===== src/rtl/mem_stage.sv =====
// Memory stage of a five-stage pipeline: holds one instruction, merges synchronous
// SRAM load data with the ALU result, and keeps load data alive across WB stalls.
module mem_stage #(
  parameter int ES_TO_MS_BUS_WD = 71,
  parameter int MS_TO_WS_BUS_WD = 70
) (
  input  logic                       clk,
  input  logic                       resetn,
  input  logic                       ws_allowin,
  output logic                       ms_allowin,
  input  logic                       es_to_ms_valid,
  input  logic [ES_TO_MS_BUS_WD-1:0] es_to_ms_bus,
  input  logic [31:0]                data_sram_rdata,
  output logic                       ms_to_ws_valid,
  output logic [MS_TO_WS_BUS_WD-1:0] ms_to_ws_bus,
  output logic [38:0]                ms_fwd_bus
);

  // Handshake: an instruction moves across a boundary on a posedge where the sender's
  // valid and the receiver's allowin are both 1; allowin never depends on the sender's valid.
  logic                       ms_valid;
  logic                       ms_first;
  logic [ES_TO_MS_BUS_WD-1:0] ms_bus_r;
  logic [31:0]                rdata_buf;
  logic                       rdata_buf_valid;
  logic                       ms_ready_go;
  logic                       latch;
  logic                       capture;

  logic        res_from_mem;
  logic        gr_we;
  logic [4:0]  dest;
  logic [31:0] alu_result;
  logic [31:0] pc;
  logic [31:0] mem_result;
  logic [31:0] final_result;

  assign ms_ready_go    = 1'b1;
  assign ms_allowin     = !ms_valid || (ms_ready_go && ws_allowin);
  assign ms_to_ws_valid = ms_valid && ms_ready_go;
  assign latch          = es_to_ms_valid && ms_allowin;

  // SRAM data is only valid in the first MEM cycle; grab it if WB is not taking us then.
  assign capture = ms_valid && ms_first && res_from_mem && !ws_allowin;

  always_ff @(posedge clk) begin
    if (!resetn) begin
      ms_valid <= 1'b0;
      ms_first <= 1'b0;
      ms_bus_r <= '0;
    end else begin
      if (ms_allowin) begin
        ms_valid <= es_to_ms_valid;
      end
      if (latch) begin
        ms_bus_r <= es_to_ms_bus;
      end
      ms_first <= latch;
    end
  end

  always_ff @(posedge clk) begin
    if (!resetn) begin
      rdata_buf       <= 32'd0;
      rdata_buf_valid <= 1'b0;
    end else if (latch) begin
      rdata_buf_valid <= 1'b0;
    end else if (capture) begin
      rdata_buf       <= data_sram_rdata;
      rdata_buf_valid <= 1'b1;
    end else if (ms_valid && ws_allowin) begin
      rdata_buf_valid <= 1'b0;
    end
  end

  assign res_from_mem = ms_bus_r[70];
  assign gr_we        = ms_bus_r[69];
  assign dest         = ms_bus_r[68:64];
  assign alu_result   = ms_bus_r[63:32];
  assign pc           = ms_bus_r[31:0];

  assign mem_result   = rdata_buf_valid ? rdata_buf : data_sram_rdata;
  assign final_result = res_from_mem ? mem_result : alu_result;

  assign ms_to_ws_bus = {gr_we, dest, final_result, pc};
  assign ms_fwd_bus   = {ms_valid && gr_we && (dest != 5'd0),
                         ms_valid && res_from_mem,
                         dest,
                         final_result};

endmodule


===== config.mk =====
export PLATFORM = sky130hd
export DESIGN_NAME = mem_stage
export DESIGN_NICKNAME = d
export VERILOG_FILES = /design/src/rtl/mem_stage.sv
export SDC_FILE = /design/constraint.sdc
export NUM_CORES = 1
export LEC_CHECK = 0
export BUFFER_PORTS_ARGS = -buffer_cell sky130_fd_sc_hd__buf_4
export CORE_MARGIN = 2
export CORE_UTILIZATION = 30
export DETAILED_ROUTE_END_ITERATION = 10
export GPL_TIMING_DRIVEN = 0
export SLEW_MARGIN = 15
export SYNTH_ARGS = -nofsm -noshare
export SYNTH_HDL_FRONTEND = slang
export SYNTH_SLANG_ARGS = --single-unit

===== constraint.sdc =====
create_clock -name clk -period 1.5 [get_ports clk]
set_input_delay 0.3 -clock clk [delete_from_list [all_inputs] [get_ports clk]]
set_output_delay 0.3 -clock clk [all_outputs]
set_load 0.02 [all_outputs]

==> flow_metrics.py, run 1 <==
metrics = {
    "timing": {
        "skew_ns": 0.00525,
        "relSlewSlack": 0.663,
        "setup_slack_ns": -0.439,
        "worst_slew_pin_slew_ns": 0.505,
        "setup_viol": 66,
        "fin_crit_sh": 1.29,
        "rsz0062_at_grt": "yes",
        "finalHoldViolations": 0,
        "post-route-min-period_ns": 1.94,
        "finalMaxSlewViolations": 0,
        "fmax_mhz": 516,
    },
    "layout": {
        "fin_cells": 932,
        "diodes": 0,
        "drive_gt1_frac": 0.567,
        "finalNetCount": 846,
        "final_common_cell": "buf_4",
        "layout.cells.most_common_list": "262 x buf_4, 101 x dfxtp_1, 71 x a22o_1",
        "multi_input_area_mm2": 0.00213,
        "area_growth_pct": 64.9,
        "final_area_mm2": 0.00771,
        "seqCellArea_mm2": 0.00213,
        "nFillCells": 1391,
        "fin_util": 0.507,
    },
    "global_routing": {
        "grtUsageTotal": 0.167,
        "grt_max_degree": 17,
        "grt_antenna_before_repair": 0,
        "overflow": 0,
        "grt_pass1_vias": 4094,
        "grt_pass1_wl_um": 21500,
    },
    "drt": {
        "via_per_inst": 4.63,
        "detailroute.via_count": 4311,
        "drc_errors": 0,
        "firstDrtPassIters": 4,
        "post_drt_wl_per_cell_um": 15.7,
        "drt_iter0_markers": 149,
        "wl_um": 14700,
        "ant_nets": 0,
    },
    "synthesis": {
        "netlist_area_mm2": 0.00468,
        "synthCells": 497,
        "synthSimpleGateAreaFrac": 0.0949,
        "synthAdderAreaFrac": 0,
        "muxShareOfSynthArea": 0.0685,
        "synth_top_family_by_area": "compound AO/OA/AOI/OAI gates",
        "ys_seq_area_frac": 0.454,
        "synth_top_area_frac": 0.454,
        "synth-xor-area-share": 0,
        "syn_nets": 604,
        "synth-seq-cells": 106,
        "yosys_warnings": 0,
        "synth_area_leaders": "dfxtp_1 45%, a22o_1 13%, buf_4 13%, mux2i_1 6.8%, a21oi_1 3.4%",
        "synth_top_cell_by_area": "dfxtp_1",
        "yosysUniqueCellTypes": 21,
        "synth.avg_cell_area_um2": 9.41,
        "synth_compound_area_frac": 0.208,
    },
    "job": {
        "drv_cap": 0,
    },
    "floorplan": {
        "dieArea_mm2": 0.0166,
        "initial_core_util": 0.308,
        "io_pins": 218,
        "fp.dieH_um": 129,
        "core-area_mm2": 0.0152,
        "dieWidth_um": 129,
        "rows": 45,
    },
    "power": {
        "cellPowerDensity_mw_per_mm2": 938,
        "p_leak_nw": 3.48,
        "ir_drop_uv": 530,
    },
    "placement": {
        "place_area_mm2": 0.00667,
        "portBuffers": 217,
        "dp_cells": 902,
        "gp_congestion": 0.790,
        "dp_hpwl_um": 10900,
        "place_ws_ns": -0.325,
    },
    "clock_network": {
        "root_buffer": "clkbuf_16",
        "path_clk_slew_ns": 0.07,
        "cts.sinks": 106,
        "cts-htree-levels": 3,
        "cts_buffers": 9,
        "insertion_delay_ns": 0.35,
        "clockBufferDepth": 2,
        "cts_tree": "yes",
        "hold_buffers": 0,
    },
    "status": {
        "status": "complete, but fails checks",
        "violations": "negative setup slack",
    },
    "critical_path": {
        "rrSetupSlack_ns": 0.15,
        "cp-end-kind": "primary output",
        "start_kind": "register",
        "r2r_cells": 5,
        "crit_type": "reg -> out",
        "required_ns": 1.20,
        "cp_max_fo": 5,
        "critical_path_arrival_ns": 1.64,
    },
    "hold_path": {
        "hold_class": "in -> reg",
        "min_path_cells": 2,
    },
}
## where the power goes
| group | switching (W) | internal (W) | total [W] |
|---|---|---|---|
| Sequential | 0.0000768 | 0.00294 | 0.00302 |
| Combinational | 0.000908 | 0.00104 | 0.00195 |
| Clock | 0.00105 | 0.00122 | 0.00226 |
| Total | 0.00203 | 0.00520 | 0.00723 |
## final timing paths
kind | to | from
worst min register to register | rdata_buf[5] | rdata_buf[5]
worst max register to register | rdata_buf[25] | ms_to_ws_valid
worst max-delay path | ms_to_ws_bus[34] | rdata_buf_valid
worst min-delay path | ms_bus_r[50] | es_to_ms_bus[50]
## per-stage QoR
step	hold WS, ns	total power [W]	setup TNS, ns
finish	0.161	0.00723	-22.87
global route	0.153	0.00755	-26.27
CTS	0.149	0.00724	-22.57
detailed placement	0.456	0.00484	-11.79
global placement	0.453	0.00483	-11.60
floorplan	0.433	0.00408	-2.80
## worst max-delay path, stage by stage, from the launching register on
cell	delay (ns)
dfxtp_4	0.38
clkbuf_16	0.16
clkbuf_16	0.15
mux2i_2	0.24
a21oi_2	0.10
buf_4	0.14
buf_6	0.12
## timing repair
action / CTS / global route
gates resized for setup: 85 / 54
gates cloned: 2 / 3
buffers inserted: 7 / 2
pin swaps: 9 / 17
setup endpoints to repair: 68 / 90
## area by class of cell
type	instances	share of cell area
Timing Repair Buffer	231	0.259
Sequential cell	106	0.277
Clock buffer	12	0.0333
Inverter	1	0.000487
Clock inverter	4	0.00341
Multi-Input combinational cell	274	0.276
Buffer	116	0.121
Tap cell	188	0.0305
## sequential cells by signal, summed over array words and instances (netlist names)
register and count:
rdata_buf_valid 1, ms_to_ws_valid 1, rdata_buf 32, ms_bus_r 71
ms_first 1
## logic make-up after synthesis
family	count (synthesis)
AOI/OAI and AO/OA	139
buffers and inverters	117
DFF	106
and+or+nand+nor	103
muxes	32
## metal layers
layer | routed length (µm) | vias to the layer above | global-route usage
met5 | 0 | - | 0
met4 | 353 | 0 | 0.0793
met3 | 1090 | 24 | 0.0428
met2 | 6790 | 162 | 0.268
met1 | 6430 | 1961 | 0.210
li1 | - | 2164 | -
## cell usage after synthesis
library cell / count
and3_1: 1
o311a_1: 1
dfxtp_1: 106
o21ai_0: 32
buf_4: 82
clkbuf_1: 11
nand2b_2: 1
nand4b_1: 1
nand2_1: 34
buf_1: 7
or3_1: 1
mux2i_1: 32
and2_1: 1
a21oi_1: 32
buf_6: 8
a21boi_0: 3
nor2_1: 32
inv_1: 1
a22o_1: 71
nand3_1: 32
buf_2: 8
No activity file was read; power rests on OpenSTA's default activity.
==> inputs of run 2 (changes only) <==
- MAX_ROUTING_LAYER: default -> met4
==> flow_metrics.py, run 2 (synthesis results as in run 1) <==
metrics = {
    "status": {
        "status": "complete, but fails checks",
        "violations": "negative setup slack",
    },
    "power": {
        "ir_drop_uv": 531,
        "p_leak_nw": 3.48,
        "cellPowerDensity_mw_per_mm2": 938,
    },
    "clock_network": {
        "cts-htree-levels": 3,
        "hold_buffers": 0,
        "cts_tree": "yes",
        "cts_buffers": 9,
        "insertion_delay_ns": 0.35,
        "clockBufferDepth": 2,
        "root_buffer": "clkbuf_16",
        "cts.sinks": 106,
        "path_clk_slew_ns": 0.07,
    },
    "drt": {
        "post_drt_wl_per_cell_um": 15.7,
        "detailroute.via_count": 4316,
        "ant_nets": 0,
        "drt_iter0_markers": 173,
        "firstDrtPassIters": 4,
        "via_per_inst": 4.63,
        "wl_um": 14600,
        "drc_errors": 0,
    },
    "floorplan": {
        "dieWidth_um": 129,
        "rows": 45,
        "initial_core_util": 0.308,
        "io_pins": 218,
        "fp.dieH_um": 129,
        "core-area_mm2": 0.0152,
        "dieArea_mm2": 0.0166,
    },
    "timing": {
        "setup_slack_ns": -0.440,
        "relSlewSlack": 0.663,
        "worst_slew_pin_slew_ns": 0.505,
        "fin_crit_sh": 1.29,
        "finalHoldViolations": 0,
        "finalMaxSlewViolations": 0,
        "setup_viol": 66,
        "fmax_mhz": 515,
        "post-route-min-period_ns": 1.94,
        "skew_ns": 0.00531,
        "rsz0062_at_grt": "yes",
    },
    "layout": {
        "seqCellArea_mm2": 0.00213,
        "layout.cells.most_common_list": "262 x buf_4, 101 x dfxtp_1, 71 x a22o_1",
        "finalNetCount": 846,
        "area_growth_pct": 64.9,
        "regMostFlops": "ms_bus_r",
        "nFillCells": 1391,
        "biggestRegsByFlops": "ms_bus_r (71), rdata_buf (32)",
        "multi_input_area_mm2": 0.00213,
        "diodes": 0,
        "final_common_cell": "buf_4",
        "drive_gt1_frac": 0.567,
        "largest_reg_flops": 71,
        "fin_cells": 932,
    },
    "placement": {
        "dp_hpwl_um": 10900,
        "portBuffers": 217,
        "place_ws_ns": -0.325,
        "gp_congestion": 0.801,
        "dp_cells": 902,
    },
    "critical_path": {
        "cpMaxStageDelayCell": "dfxtp_4",
        "path_delay_family": "buffers and inverters",
        "cp-end-kind": "primary output",
        "path_buf_inv": 4,
        "critical_path_arrival_ns": 1.64,
        "critPathMaxStageDelay_ns": 0.38,
        "required_ns": 1.20,
        "start_kind": "register",
        "worstPathCellList": "clkbuf_16, clkbuf_16, mux2i_2, a21oi_2, buf_4, buf_6",
        "crit_type": "reg -> out",
        "crit_path_frequent_cell": "clkbuf_16",
        "cp_max_fo": 5,
    },
    "global_routing": {
        "grtUsageTotal": 0.172,
        "grt_pass1_vias": 4089,
        "grt_max_degree": 17,
        "grt_antenna_before_repair": 0,
        "overflow": 0,
        "grt_pass1_wl_um": 21400,
    },
    "hold_path": {
        "hold_class": "in -> reg",
    },
    "job": {
        "drv_cap": 0,
    },
}
-- run 2: cell counts in the layout (fill, tap and decap cells not counted) --
Identical to the previous run, type by type.
-- run 2: final timing paths --
kind / cells past startpoint / slack, ns / from / end
max: 6 / -0.44 / rdata_buf_valid / ms_to_ws_bus[34]
min: 2 / 0.16 / es_to_ms_bus[50] / ms_bus_r[50]
max reg2reg: 5 / 0.15 / ms_to_ws_valid / rdata_buf[25]
min reg2reg: 2 / 0.47 / rdata_buf[5] / rdata_buf[5]
-- run 2: where the power goes --
group          switching (W)  leakage [nW]  internal (W)
Sequential         0.0000766         0.870       0.00294
Clock                0.00105         0.139       0.00122
Combinational       0.000908          2.47       0.00104
-- run 2: worst reg2reg max path, stage by stage, from the launching register on --
cell and delay, ns:
dfxtp_2 0.41, nand4b_1 0.16, buf_2 0.21, clkbuf_2 0.22, nand3_1 0.13, o21ai_0 0.10
-- run 2: routing by layer --
layer / vias to the layer above / GRT usage / share of wire
li1: 2163 / - / -
met1: 1964 / 0.212 / 0.44
met2: 161 / 0.268 / 0.46
met3: 28 / 0.0395 / 0.070
met4: 0 / 0.0793 / 0.024
met5: - / - / 0
-- run 2: repair_timing --
action                                  4_1_cts  5_1_grt
pin swaps                                     9       17
endpoints found under the setup margin       68       90
gates resized for setup                      85       54
buffers inserted                              7        2
cloned                                        2        3
-- run 2: area by class of cell --
class / count / share of cell area
buffer: 116 / 0.121
clock buffer: 12 / 0.0333
clock inverter: 4 / 0.00341
inverter: 1 / 0.000487
multi-input combinational: 274 / 0.276
sequential: 106 / 0.277
tap: 188 / 0.0305
timing repair buffer: 231 / 0.259
-- run 2: metrics by stage --
stage | hold WS, ns | TNS [ns] | area [µm²] | util | total power [W]
floorplan | 0.433 | -2.80 | 4800 | - | 0.00408
global placement | 0.453 | -11.60 | 6670 | 0.439 | 0.00483
detailed placement | 0.456 | -11.79 | 6670 | 0.439 | 0.00484
CTS | 0.149 | -22.57 | 7360 | 0.484 | 0.00724
global route | 0.153 | -26.27 | 7710 | 0.507 | 0.00755
finish | 0.160 | -22.95 | 7710 | 0.507 | 0.00723
==> inputs of run 3 (changes only) <==
- CORE_ASPECT_RATIO: default -> 1.25
- REMOVE_ABC_BUFFERS: default -> 1
==> flow_metrics.py, run 3 (synthesis results as in run 1) <==
metrics = {
    "job": {
        "drv_cap": 0,
    },
    "placement": {
        "place_area_mm2": 0.00592,
        "portBuffers": 217,
        "dp_hpwl_um": 8180,
        "gp_congestion": 0.711,
        "place_ws_ns": -0.566,
    },
    "floorplan": {
        "rows": 51,
        "dieWidth_um": 116,
        "initial_core_util": 0.303,
        "fp.dieH_um": 144,
        "dieArea_mm2": 0.0166,
        "io_pins": 218,
        "core-area_mm2": 0.0154,
    },
    "timing": {
        "rsz0062_at_grt": "yes",
        "fmax_mhz": 570,
        "fin_crit_sh": 1.17,
        "relSlewSlack": 0.550,
        "setup_viol": 66,
        "skew_ns": 0.0103,
        "finalHoldViolations": 0,
        "post-route-min-period_ns": 1.75,
        "finalMaxSlewViolations": 0,
        "setup_slack_ns": -0.254,
        "worst_slew_pin_slew_ns": 0.675,
    },
    "layout": {
        "largest_reg_flops": 71,
        "drive_gt1_frac": 0.461,
        "finalNetCount": 742,
        "diodes": 0,
        "final_area_mm2": 0.00667,
        "area_growth_pct": 42.6,
        "layout.cells.most_common_list": "214 x buf_4, 101 x dfxtp_1, 71 x a22o_1",
        "final_common_cell": "buf_4",
        "biggestRegsByFlops": "ms_bus_r (71), rdata_buf (32)",
        "regMostFlops": "ms_bus_r",
    },
    "clock_network": {
        "path_clk_slew_ns": 0.08,
        "clockBufferDepth": 2,
        "cts-htree-levels": 3,
        "hold_buffers": 0,
        "root_buffer": "clkbuf_16",
        "insertion_delay_ns": 0.34,
        "cts.sinks": 106,
        "cts_buffers": 9,
        "cts_tree": "yes",
    },
    "status": {
        "status": "complete, but fails checks",
        "violations": "negative setup slack",
    },
    "global_routing": {
        "grt_max_degree": 69,
        "grt_antenna_before_repair": 0,
        "grt_busiest_layer": "met2",
        "grtUsageMet2": 0.261,
        "grtUsageTotal": 0.151,
        "use_met1": 0.179,
        "grt_pass1_vias": 3834,
        "use_met3": 0.0295,
        "grt_pass1_wl_um": 19100,
        "overflow": 0,
    },
    "drt": {
        "detailroute.via_count": 3946,
        "post_drt_wl_per_cell_um": 15.7,
        "ant_nets": 0,
        "firstDrtPassIters": 4,
        "wl_um": 13400,
        "drt_iter0_markers": 138,
        "drc_errors": 0,
        "via_per_inst": 4.63,
    },
    "critical_path": {
        "cp_max_fo": 2,
        "crit_type": "reg -> out",
        "r2r_cells": 6,
        "cp-end-kind": "primary output",
        "reg2reg_from": "ms_bus_r[70]",
        "rrSetupSlack_ns": 0.11,
        "critical_path_arrival_ns": 1.45,
        "start_kind": "register",
        "r2r_end": "rdata_buf[12]",
        "required_ns": 1.20,
    },
    "power": {
        "p_leak_nw": 2.91,
        "ir_drop_uv": 706,
        "power_w": 0.00702,
        "cellPowerDensity_mw_per_mm2": 1050,
    },
    "hold_path": {
        "min_path_cells": 2,
        "min_to": "ms_bus_r[31]",
        "hold_class": "in -> reg",
        "hold_start": "es_to_ms_bus[31]",
    },
}
-- run 3: critical path, stage by stage, from the launching register on --
cell and delay, ns:
dfxtp_2 0.32, or3_1 0.36, o311a_1 0.31, buf_6 0.14
-- run 3: through the flow --
step	TNS, ns	cells	utilization	hold slack (ns)
after detailed placement	-66.35	817	0.383	0.455
after global placement	-629.22	810	0.373	0.453
after CTS	-15.12	849	0.420	0.151
after global routing	-18.88	852	0.432	0.151
final	-14.21	852	0.432	0.169
after floorplan	-383.36	381	-	0.433
-- run 3: metal layers --
metal  share of wire  up-vias
met4          0.0084        0
met5               0        -
li1                -     1952
met1            0.42     1857
met2            0.52      130
met3           0.046        7
-- run 3: area by class of cell --
| class | count | area (µm²) |
|---|---|---|
| fill | 1554 | 8770 |
| tap | 212 | 265 |
| clock buffer | 9 | 225 |
| inverter | 1 | 3.75 |
| sequential | 106 | 2130 |
| multi-input combinational | 277 | 1930 |
| clock inverter | 7 | 85.1 |
| timing repair buffer | 240 | 2030 |
-- run 3: report_power, final --
part | total (W) | internal, W | switching [W]
Clock | 0.00243 | 0.00133 | 0.00110
Sequential | 0.00302 | 0.00294 | 0.0000822
Combinational | 0.00157 | 0.000765 | 0.000806
Total | 0.00702 | 0.00503 | 0.00199
-- run 3: how the worst max path moves through the flow --
| stage | depth (start not counted) | startpoint | end |
|---|---|---|---|
| after global placement | 3 | resetn | ms_bus_r[44] |
| after CTS | 4 | rdata_buf_valid | ms_fwd_bus[20] |
| after global routing | 4 | rdata_buf_valid | ms_fwd_bus[20] |
| after detailed placement | 5 | ms_bus_r[70] | rdata_buf[19] |
| final | 3 | ms_bus_r[64] | ms_fwd_bus[38] |
| after floorplan | 3 | ms_to_ws_valid | ms_bus_r[0] |
-- run 3: repair_timing --
item | in CTS | in global routing
setup endpoints to repair | 171 | 135
cloned | 2 | 3
gates resized for setup | 22 | 42
buffers inserted | 14 | 0
pin swaps | 4 | 7
